File: config.mk
export PLATFORM = sky130hd
export DESIGN_NAME = axis_output_unpacker
export DESIGN_NICKNAME = d
export VERILOG_FILES = /design/src/rtl/axis_out_pkg.sv /design/src/rtl/axis_lane_pick.sv /design/src/rtl/axis_output_unpacker.sv
export SDC_FILE = /design/constraint.sdc
export NUM_CORES = 1
export LEC_CHECK = 0
export CAP_MARGIN = 20
export CORE_ASPECT_RATIO = 0.75
export CORE_MARGIN = 2
export CORE_UTILIZATION = 45
export DETAILED_ROUTE_END_ITERATION = 10
export PLACE_DENSITY_LB_ADDON = 0.05
export SYNTH_ARGS = -nofsm -noshare
export SYNTH_HDL_FRONTEND = slang
export SYNTH_HIERARCHICAL = 1
export SYNTH_SLANG_ARGS = --single-unit
File: constraint.sdc
create_clock -name aclk -period 4.55 [get_ports aclk]
set_input_delay 0.455 -clock aclk [delete_from_list [all_inputs] [get_ports aclk]]
set_output_delay 0.455 -clock aclk [all_outputs]
set_load 0.01 [all_outputs]
File: src/rtl/axis_out_pkg.sv
// Shared types and default geometry for the accelerator output unpacker.
package axis_out_pkg;

  typedef enum logic [1:0] {
    IDLE = 2'd0,
    RUN  = 2'd1,
    DROP = 2'd2
  } state_t;

  localparam int DEF_WORD_WIDTH_ACC = 32'sd32;
  localparam int DEF_S_DATA_WIDTH   = 32'sd128;
  localparam int DEF_ADDR_WIDTH     = 32'sd16;
  localparam int LANES              = DEF_S_DATA_WIDTH / DEF_WORD_WIDTH_ACC;

  // Lane index width, never narrower than one bit.
  function automatic int idx_width(input int lanes);
    return (lanes > 32'sd1) ? $clog2(lanes) : 32'sd1;
  endfunction

  localparam int LANE_IDX_W = idx_width(LANES);

endpackage

File: src/rtl/axis_lane_pick.sv
// Lowest-set-bit encoder over a keep mask: lane index, one-hot clear mask and
// a flag telling whether that lane is the only one left.
module axis_lane_pick
  import axis_out_pkg::*;
#(
  parameter int N_LANES = LANES,
  parameter int IDX_W   = idx_width(N_LANES)
) (
  input  logic [N_LANES-1:0] keep,
  output logic [IDX_W-1:0]   lane,
  output logic [N_LANES-1:0] clr_mask,
  output logic               single
);

  // keep & -keep isolates the lowest set bit without a priority chain
  always_comb begin
    clr_mask = keep & (~keep + N_LANES'(1'b1));
    single   = (keep != '0) && (keep == clr_mask);
    lane     = '0;
    for (int i = 0; i < N_LANES; i++) begin
      lane = clr_mask[i] ? IDX_W'(i) : lane;
    end
  end

endmodule

File: src/rtl/axis_output_unpacker.sv
// Serialises the kept lanes of wide accumulator beats into one addressed word
// per cycle and checks each packet's length against its descriptor.
module axis_output_unpacker
  import axis_out_pkg::*;
#(
  parameter int WORD_WIDTH_ACC = DEF_WORD_WIDTH_ACC,
  parameter int S_DATA_WIDTH   = DEF_S_DATA_WIDTH,
  parameter int ADDR_WIDTH     = DEF_ADDR_WIDTH
) (
  input  logic                                     aclk,
  input  logic                                     aresetn,
  input  logic                                     cfg_valid,
  output logic                                     cfg_ready,
  input  logic [ADDR_WIDTH-1:0]                    cfg_words,
  output logic                                     s_axis_tready,
  input  logic                                     s_axis_tvalid,
  input  logic                                     s_axis_tlast,
  input  logic [S_DATA_WIDTH-1:0]                  s_axis_tdata,
  input  logic [S_DATA_WIDTH/WORD_WIDTH_ACC-1:0]   s_axis_tkeep,
  output logic                                     m_valid,
  input  logic                                     m_ready,
  output logic [WORD_WIDTH_ACC-1:0]                m_data,
  output logic [ADDR_WIDTH-1:0]                    m_addr,
  output logic                                     m_last,
  output logic                                     done,
  output logic                                     err_len
);

  localparam int NL = S_DATA_WIDTH / WORD_WIDTH_ACC;
  localparam int IW = idx_width(NL);

  state_t                    state_r, state_nxt_s;
  logic [ADDR_WIDTH-1:0]     words_r, addr_r;
  logic                      err_r, done_r;
  logic [S_DATA_WIDTH-1:0]   buf_data_r;
  logic [NL-1:0]             buf_keep_r, cur_mask_r;
  logic                      buf_last_r, buf_valid_r, cur_single_r;
  logic [WORD_WIDTH_ACC-1:0] m_data_r;
  logic                      m_last_r;

  logic                      pop_s, reach_s, final_s, tready_s, s_hs_s, cfg_hs_s;
  logic [ADDR_WIDTH-1:0]     cnt_inc_s, count_now_s;
  logic                      done_nxt_s, err_set_s, load_s, flush_s;
  logic [S_DATA_WIDTH-1:0]   data_nxt_s;
  logic [NL-1:0]             keep_nxt_s, pick_mask_s;
  logic                      last_nxt_s, valid_nxt_s, m_last_nxt_s, pick_single_s;
  logic [IW-1:0]             pick_lane_s;
  logic [WORD_WIDTH_ACC-1:0] word_nxt_s;

  // The picker looks at next cycle's keep so the presented word is registered
  axis_lane_pick #(
    .N_LANES (NL),
    .IDX_W   (IW)
  ) u_pick (
    .keep     (keep_nxt_s),
    .lane     (pick_lane_s),
    .clr_mask (pick_mask_s),
    .single   (pick_single_s)
  );

  // Handshake terms; ready is withheld when the current word ends the packet
  always_comb begin
    pop_s       = buf_valid_r & m_ready;
    cnt_inc_s   = addr_r + ADDR_WIDTH'(1'b1);
    reach_s     = pop_s & (cnt_inc_s == words_r);
    final_s     = pop_s & cur_single_r & buf_last_r;
    count_now_s = pop_s ? cnt_inc_s : addr_r;
    tready_s    = 1'b0;
    case (state_r)
      RUN:     tready_s = ~buf_valid_r | (pop_s & cur_single_r & ~buf_last_r & ~reach_s);
      DROP:    tready_s = 1'b1;
      default: tready_s = 1'b0;
    endcase
    s_hs_s   = s_axis_tvalid & tready_s;
    cfg_hs_s = cfg_valid & (state_r == IDLE);
  end

  // Next-state, completion and length-error decisions
  always_comb begin
    state_nxt_s = state_r;
    done_nxt_s  = 1'b0;
    err_set_s   = 1'b0;
    load_s      = 1'b0;
    flush_s     = 1'b0;
    case (state_r)
      IDLE: begin
        if (cfg_hs_s) begin
          state_nxt_s = (cfg_words == '0) ? DROP : RUN;
        end else begin
          state_nxt_s = IDLE;
        end
      end
      RUN: begin
        if (final_s) begin
          done_nxt_s  = 1'b1;
          flush_s     = 1'b1;
          err_set_s   = (cnt_inc_s != words_r);
          state_nxt_s = IDLE;
        end else if (reach_s) begin
          // Count satisfied early: the rest of a tlast beat ends the packet now,
          // otherwise the remaining beats are swallowed in DROP.
          err_set_s   = 1'b1;
          flush_s     = 1'b1;
          done_nxt_s  = buf_last_r;
          state_nxt_s = buf_last_r ? IDLE : DROP;
        end else if (s_hs_s) begin
          if (s_axis_tkeep == '0) begin
            if (s_axis_tlast) begin
              done_nxt_s  = 1'b1;
              flush_s     = 1'b1;
              err_set_s   = (count_now_s != words_r);
              state_nxt_s = IDLE;
            end else begin
              state_nxt_s = RUN;
            end
          end else begin
            load_s = 1'b1;
          end
        end else begin
          state_nxt_s = RUN;
        end
      end
      DROP: begin
        if (s_hs_s) begin
          err_set_s = (s_axis_tkeep != '0);
          if (s_axis_tlast) begin
            done_nxt_s  = 1'b1;
            state_nxt_s = IDLE;
          end else begin
            state_nxt_s = DROP;
          end
        end else begin
          state_nxt_s = DROP;
        end
      end
      default: begin
        state_nxt_s = IDLE;
        flush_s     = 1'b1;
      end
    endcase
  end

  // Next contents of the single-beat buffer
  always_comb begin
    data_nxt_s  = buf_data_r;
    keep_nxt_s  = buf_keep_r;
    last_nxt_s  = buf_last_r;
    valid_nxt_s = buf_valid_r;
    if (flush_s) begin
      keep_nxt_s  = '0;
      last_nxt_s  = 1'b0;
      valid_nxt_s = 1'b0;
    end else if (load_s) begin
      data_nxt_s  = s_axis_tdata;
      keep_nxt_s  = s_axis_tkeep;
      last_nxt_s  = s_axis_tlast;
      valid_nxt_s = 1'b1;
    end else if (pop_s) begin
      keep_nxt_s  = buf_keep_r & ~cur_mask_r;
      valid_nxt_s = ~cur_single_r;
    end else begin
      keep_nxt_s  = buf_keep_r;
    end
    m_last_nxt_s = valid_nxt_s & (count_now_s == words_r - ADDR_WIDTH'(1'b1));
  end

  // Lane multiplexer for the next presented word
  always_comb begin
    word_nxt_s = '0;
    for (int i = 0; i < NL; i++) begin
      word_nxt_s = (pick_lane_s == IW'(i)) ? data_nxt_s[i*WORD_WIDTH_ACC +: WORD_WIDTH_ACC]
                                           : word_nxt_s;
    end
  end

  // FSM state and one-cycle completion pulse
  always_ff @(posedge aclk or negedge aresetn) begin
    if (!aresetn) begin
      state_r <= IDLE;
      done_r  <= 1'b0;
    end else begin
      state_r <= state_nxt_s;
      done_r  <= done_nxt_s;
    end
  end

  // Descriptor, word counter and sticky length error
  always_ff @(posedge aclk or negedge aresetn) begin
    if (!aresetn) begin
      words_r <= '0;
      addr_r  <= '0;
      err_r   <= 1'b0;
    end else begin
      if (cfg_hs_s) begin
        words_r <= cfg_words;
        addr_r  <= '0;
      end else if (pop_s) begin
        addr_r  <= cnt_inc_s;
      end
      if (cfg_hs_s) begin
        err_r <= 1'b0;
      end else if (err_set_s) begin
        err_r <= 1'b1;
      end
    end
  end

  // Beat buffer plus the pre-decoded mask of the word being presented
  always_ff @(posedge aclk or negedge aresetn) begin
    if (!aresetn) begin
      buf_data_r   <= '0;
      buf_keep_r   <= '0;
      buf_last_r   <= 1'b0;
      buf_valid_r  <= 1'b0;
      cur_mask_r   <= '0;
      cur_single_r <= 1'b0;
      m_data_r     <= '0;
      m_last_r     <= 1'b0;
    end else begin
      buf_data_r   <= data_nxt_s;
      buf_keep_r   <= keep_nxt_s;
      buf_last_r   <= last_nxt_s;
      buf_valid_r  <= valid_nxt_s;
      cur_mask_r   <= pick_mask_s;
      cur_single_r <= pick_single_s;
      m_last_r     <= m_last_nxt_s;
      if (valid_nxt_s) begin
        m_data_r <= word_nxt_s;
      end
    end
  end

  assign cfg_ready     = (state_r == IDLE);
  assign s_axis_tready = tready_s;
  assign m_valid       = buf_valid_r;
  assign m_data        = m_data_r;
  assign m_addr        = addr_r;
  assign m_last        = m_last_r;
  assign done          = done_r;
  assign err_len       = err_r;

endmodule

==> flow_metrics.env, run 1 <==
export IMPL_status="finished, final reports clean"
export IMPL_synthCells=893
export IMPL_power_density_nw_per_um2=706
export IMPL_drive_gt1_share_pct=24.0
export IMPL_port_buffers=207
export IMPL_crit_fanout=14
export IMPL_dp_hpwl_um=18500
export IMPL_path_class="reg -> reg"
export IMPL_yosysMostFrequentCell="dfrtp_1"
export IMPL_ys_seq_area_share_pct=47.7
export IMPL_swShare_pct=34.9
export IMPL_synth_top_area_share_pct=47.7
export IMPL_timing_final_crit_share_pct=93.8
export IMPL_pwr_share_clk_pct=18.0
export IMPL_via_per_inst=5.54
export IMPL_vias=7813
export IMPL_hold_path_class="in -> async"
export IMPL_slew_violations=0
export IMPL_syn_area_um2=10900
export IMPL_p_sw_uw=3470
export IMPL_synth_area_leader_cell="dfrtp_1"
export IMPL_async_flop_share_pct=100
export IMPL_startpoint_type="flip-flop"
export IMPL_combPwrFrac_pct=49.7
export IMPL_grt_antenna_before_repair=2
export IMPL_synthFlopType="dfrtp_1"
export IMPL_required_ns=4.89
export IMPL_num_rows=49
export IMPL_relSlewSlack_pct=30.8
export IMPL_grt_overflow_total=0
export IMPL_use_met2_pct=29.7
export IMPL_gp_congestion=0.850
export IMPL_synthTopCellsByArea="dfrtp_1 (48%), mux2_2 (13%), mux4_2 (11%)"
export IMPL_ant_nets=0
export IMPL_die_w_um=184
export IMPL_routedWlPerCell_um=19.3
export IMPL_dieHeight_um=139
export IMPL_syn_to_final_growth_pct=29.0
export IMPL_cts_buffers=23
export IMPL_cts_tree="done"
export IMPL_wirelength_um=27300
export IMPL_grt_pass1_vias=7828
export IMPL_setup_viol=0
export IMPL_ios=208
export IMPL_grtUsageMet3_pct=4.83
export IMPL_clock_latency_ns=0.51
export IMPL_crit_arrival_ns=4.61
export IMPL_post_place_ws_ns=0.0404
export IMPL_grt_pass1_wl_um=42500
export IMPL_min_period_ns=4.27
export IMPL_ys_ff_latch=208
export IMPL_drc=0
export IMPL_cts_reportedPaths_clkPinSlew_ns=0.06
export IMPL_whs_ns=0.0207
export IMPL_cts_buffer_depth=3
export IMPL_seq_power_share_pct=32.3
export IMPL_p_leak_uw=0.00557
export IMPL_grt_use_total_pct=20.9
export IMPL_firstDrtPassIters=4
export IMPL_use_met1_pct=32.8
export IMPL_worst_slew_pin_slew_ns=1.04
export IMPL_start_util_pct=45.7
export IMPL_skew_ns=0.0100
export IMPL_max_freq_mhz=234
export IMPL_intPower_uw=6470
export IMPL_finalNetCount=1246
export IMPL_die_area_um2=25500
export IMPL_setup_slack_ns=0.282
export IMPL_grt_busiest_layer="met1"
export IMPL_yosys_top_cells_count="dfrtp_1 (208), mux2_2 (128), nand2_1 (79), nor2_1 (65), mux4_2 (54)"
export IMPL_critPathCaptureType="flip-flop"
export IMPL_yosysWarnings=6
export IMPL_synth_distinct_cells=65
export IMPL_hold_violations=0
export IMPL_cts_sinks=208
export IMPL_core_um2=23900
export IMPL_grt_max_degree=119
export IMPL_vdd_drop_max_mv=0.453
export IMPL_maxCapViolCount=0
export IMPL_htree_levels=1
export IMPL_avgSynthCellArea_um2=12.2
export IMPL_syn_nets=1053
export IMPL_drtIter0Drc=509
export IMPL_clockRootBuffer="clkbuf_16"
export IMPL_synth_edff_count=0
[worst max-delay path, cell delays in order, from the launching register on]
cell and delay (ns):
dfrtp_2 0.36, ha_2 0.24, and4_4 0.26, nand2_1 0.08
xor2_1 0.15, a211o_1 0.30, a2111oi_2 0.37, and3_2 0.34
o31ai_1 0.13, and3b_1 0.25, a32o_1 0.34, nand2b_1 0.22
a21oi_4 0.16, buf_12 0.15, buf_8 0.19, mux4_2 0.35
mux2i_1 0.14, a21oi_1 0.08
[metrics by stage]
step / cells / util, % / setup TNS [ns] / area, µm² / power, µW
final: 1410 / 58.9 / 0 / 14100 / 9940
after detailed placement: 1362 / 55.4 / 0 / 13200 / 7910
after global routing: 1408 / 58.9 / -0.0268 / 14100 / 10700
after CTS: 1403 / 58.4 / 0 / 14000 / 9750
after global placement: 1362 / 55.4 / 0 / 13200 / 7840
after floorplan: 893 / - / 0 / 10900 / 6570
[sequential cells by signal, summed over array words and instances, names as in the netlist]
register      flops
cur_mask_r        4
buf_last_r        1
m_addr           16
m_valid           1
buf_keep_r        4
err_len           1
state_r           2
buf_data_r      128
m_data           32
cur_single_r      1
m_last            1
words_r          16
done              1
[what timing repair did]
action / CTS / global route
hold buffers: 0 / 0
setup buffers: 0 / 1
endpoints found under the setup margin: 0 / 32
resized for setup: 0 / 16
[path summary, 6_finish.rpt]
| kind | from | endpoint | slack, ns | depth (start not counted) |
|---|---|---|---|---|
| setup / recovery | m_addr[1] | m_data[11] | 0.28 | 17 |
| hold / removal | aresetn | buf_data_r[100] | 0.02 | 1 |
| setup reg to reg | m_addr[1] | m_data[11] | 0.28 | 17 |
| hold reg to reg | m_data[4] | m_data[4] | 0.49 | 2 |
| max in group asynchronous | aresetn | buf_data_r[19] | 3.40 | 2 |
| min in group aclk | m_data[4] | m_data[4] | 0.49 | 2 |
[power by group through the flow]
stage	Combinational, µW	Clock [µW]	Sequential (µW)
4_1_cts	4700	1840	3210
2_1_floorplan	3430	0	3140
3_5_place_dp	4680	0	3240
6_report	4940	1790	3210
5_1_grt	5400	1920	3330
3_3_place_gp	4620	0	3220
[logic make-up after synthesis]
group                    after synthesis  share of synthesized area (%)
AO/OA/AOI/OAI                        100                           5.92
buffers and inverters                 73                           3.63
multiplexers                         210                           26.9
flip-flops                           208                           47.7
AND/OR/NAND/NOR                      239                           10.6
adder cells (fa/ha/maj)                6                          0.687
XOR/XNOR                              57                           4.57
[placed cells by master (no fill, tap or decap), types with 5 or more instances in the layout]
cell type        count
buf_4               14
nor2_1              65
clkbuf_1             6
xnor2_1             30
mux2i_1             28
and2_1               6
inv_1               10
o21ai_0             12
mux4_2              54
nand4_1              8
clkbuf_16           25
nor3_1              16
nand2b_1             6
dfrtp_2              7
mux2_2             128
clkdlybuf4s50_1    206
clkbuf_8             8
xor2_1              27
a21oi_1             34
o31ai_1              9
dfrtp_1            201
o22ai_1             11
a31oi_1              6
nand3_1             15
or3_1                5
nand2_1             79
nor4_1              12
ha_1                 5
[layout make-up]
type / instances / area, µm²
antenna: 2 / 5.00
fill: 2007 / 9820
inverter: 11 / 41.3
tap: 306 / 383
sequential: 208 / 5210
multi-input combinational: 612 / 5360
clock buffer: 36 / 694
timing repair buffer: 230 / 2360
clock inverter: 5 / 28.8
[layer usage]
layer	up-vias	part of all wire, %
met1	3907	50
met3	29	6.9
met5	-	0
met4	0	1.4
met2	221	41
li1	3656	-
(Power assumes the default switching activity.)
==> run 2, diff against run 1 <==
Settings changed: SLEW_MARGIN set to 10.
==> results of run 2 <==
Final layout, timing and power as in run 1 (identical DEF).
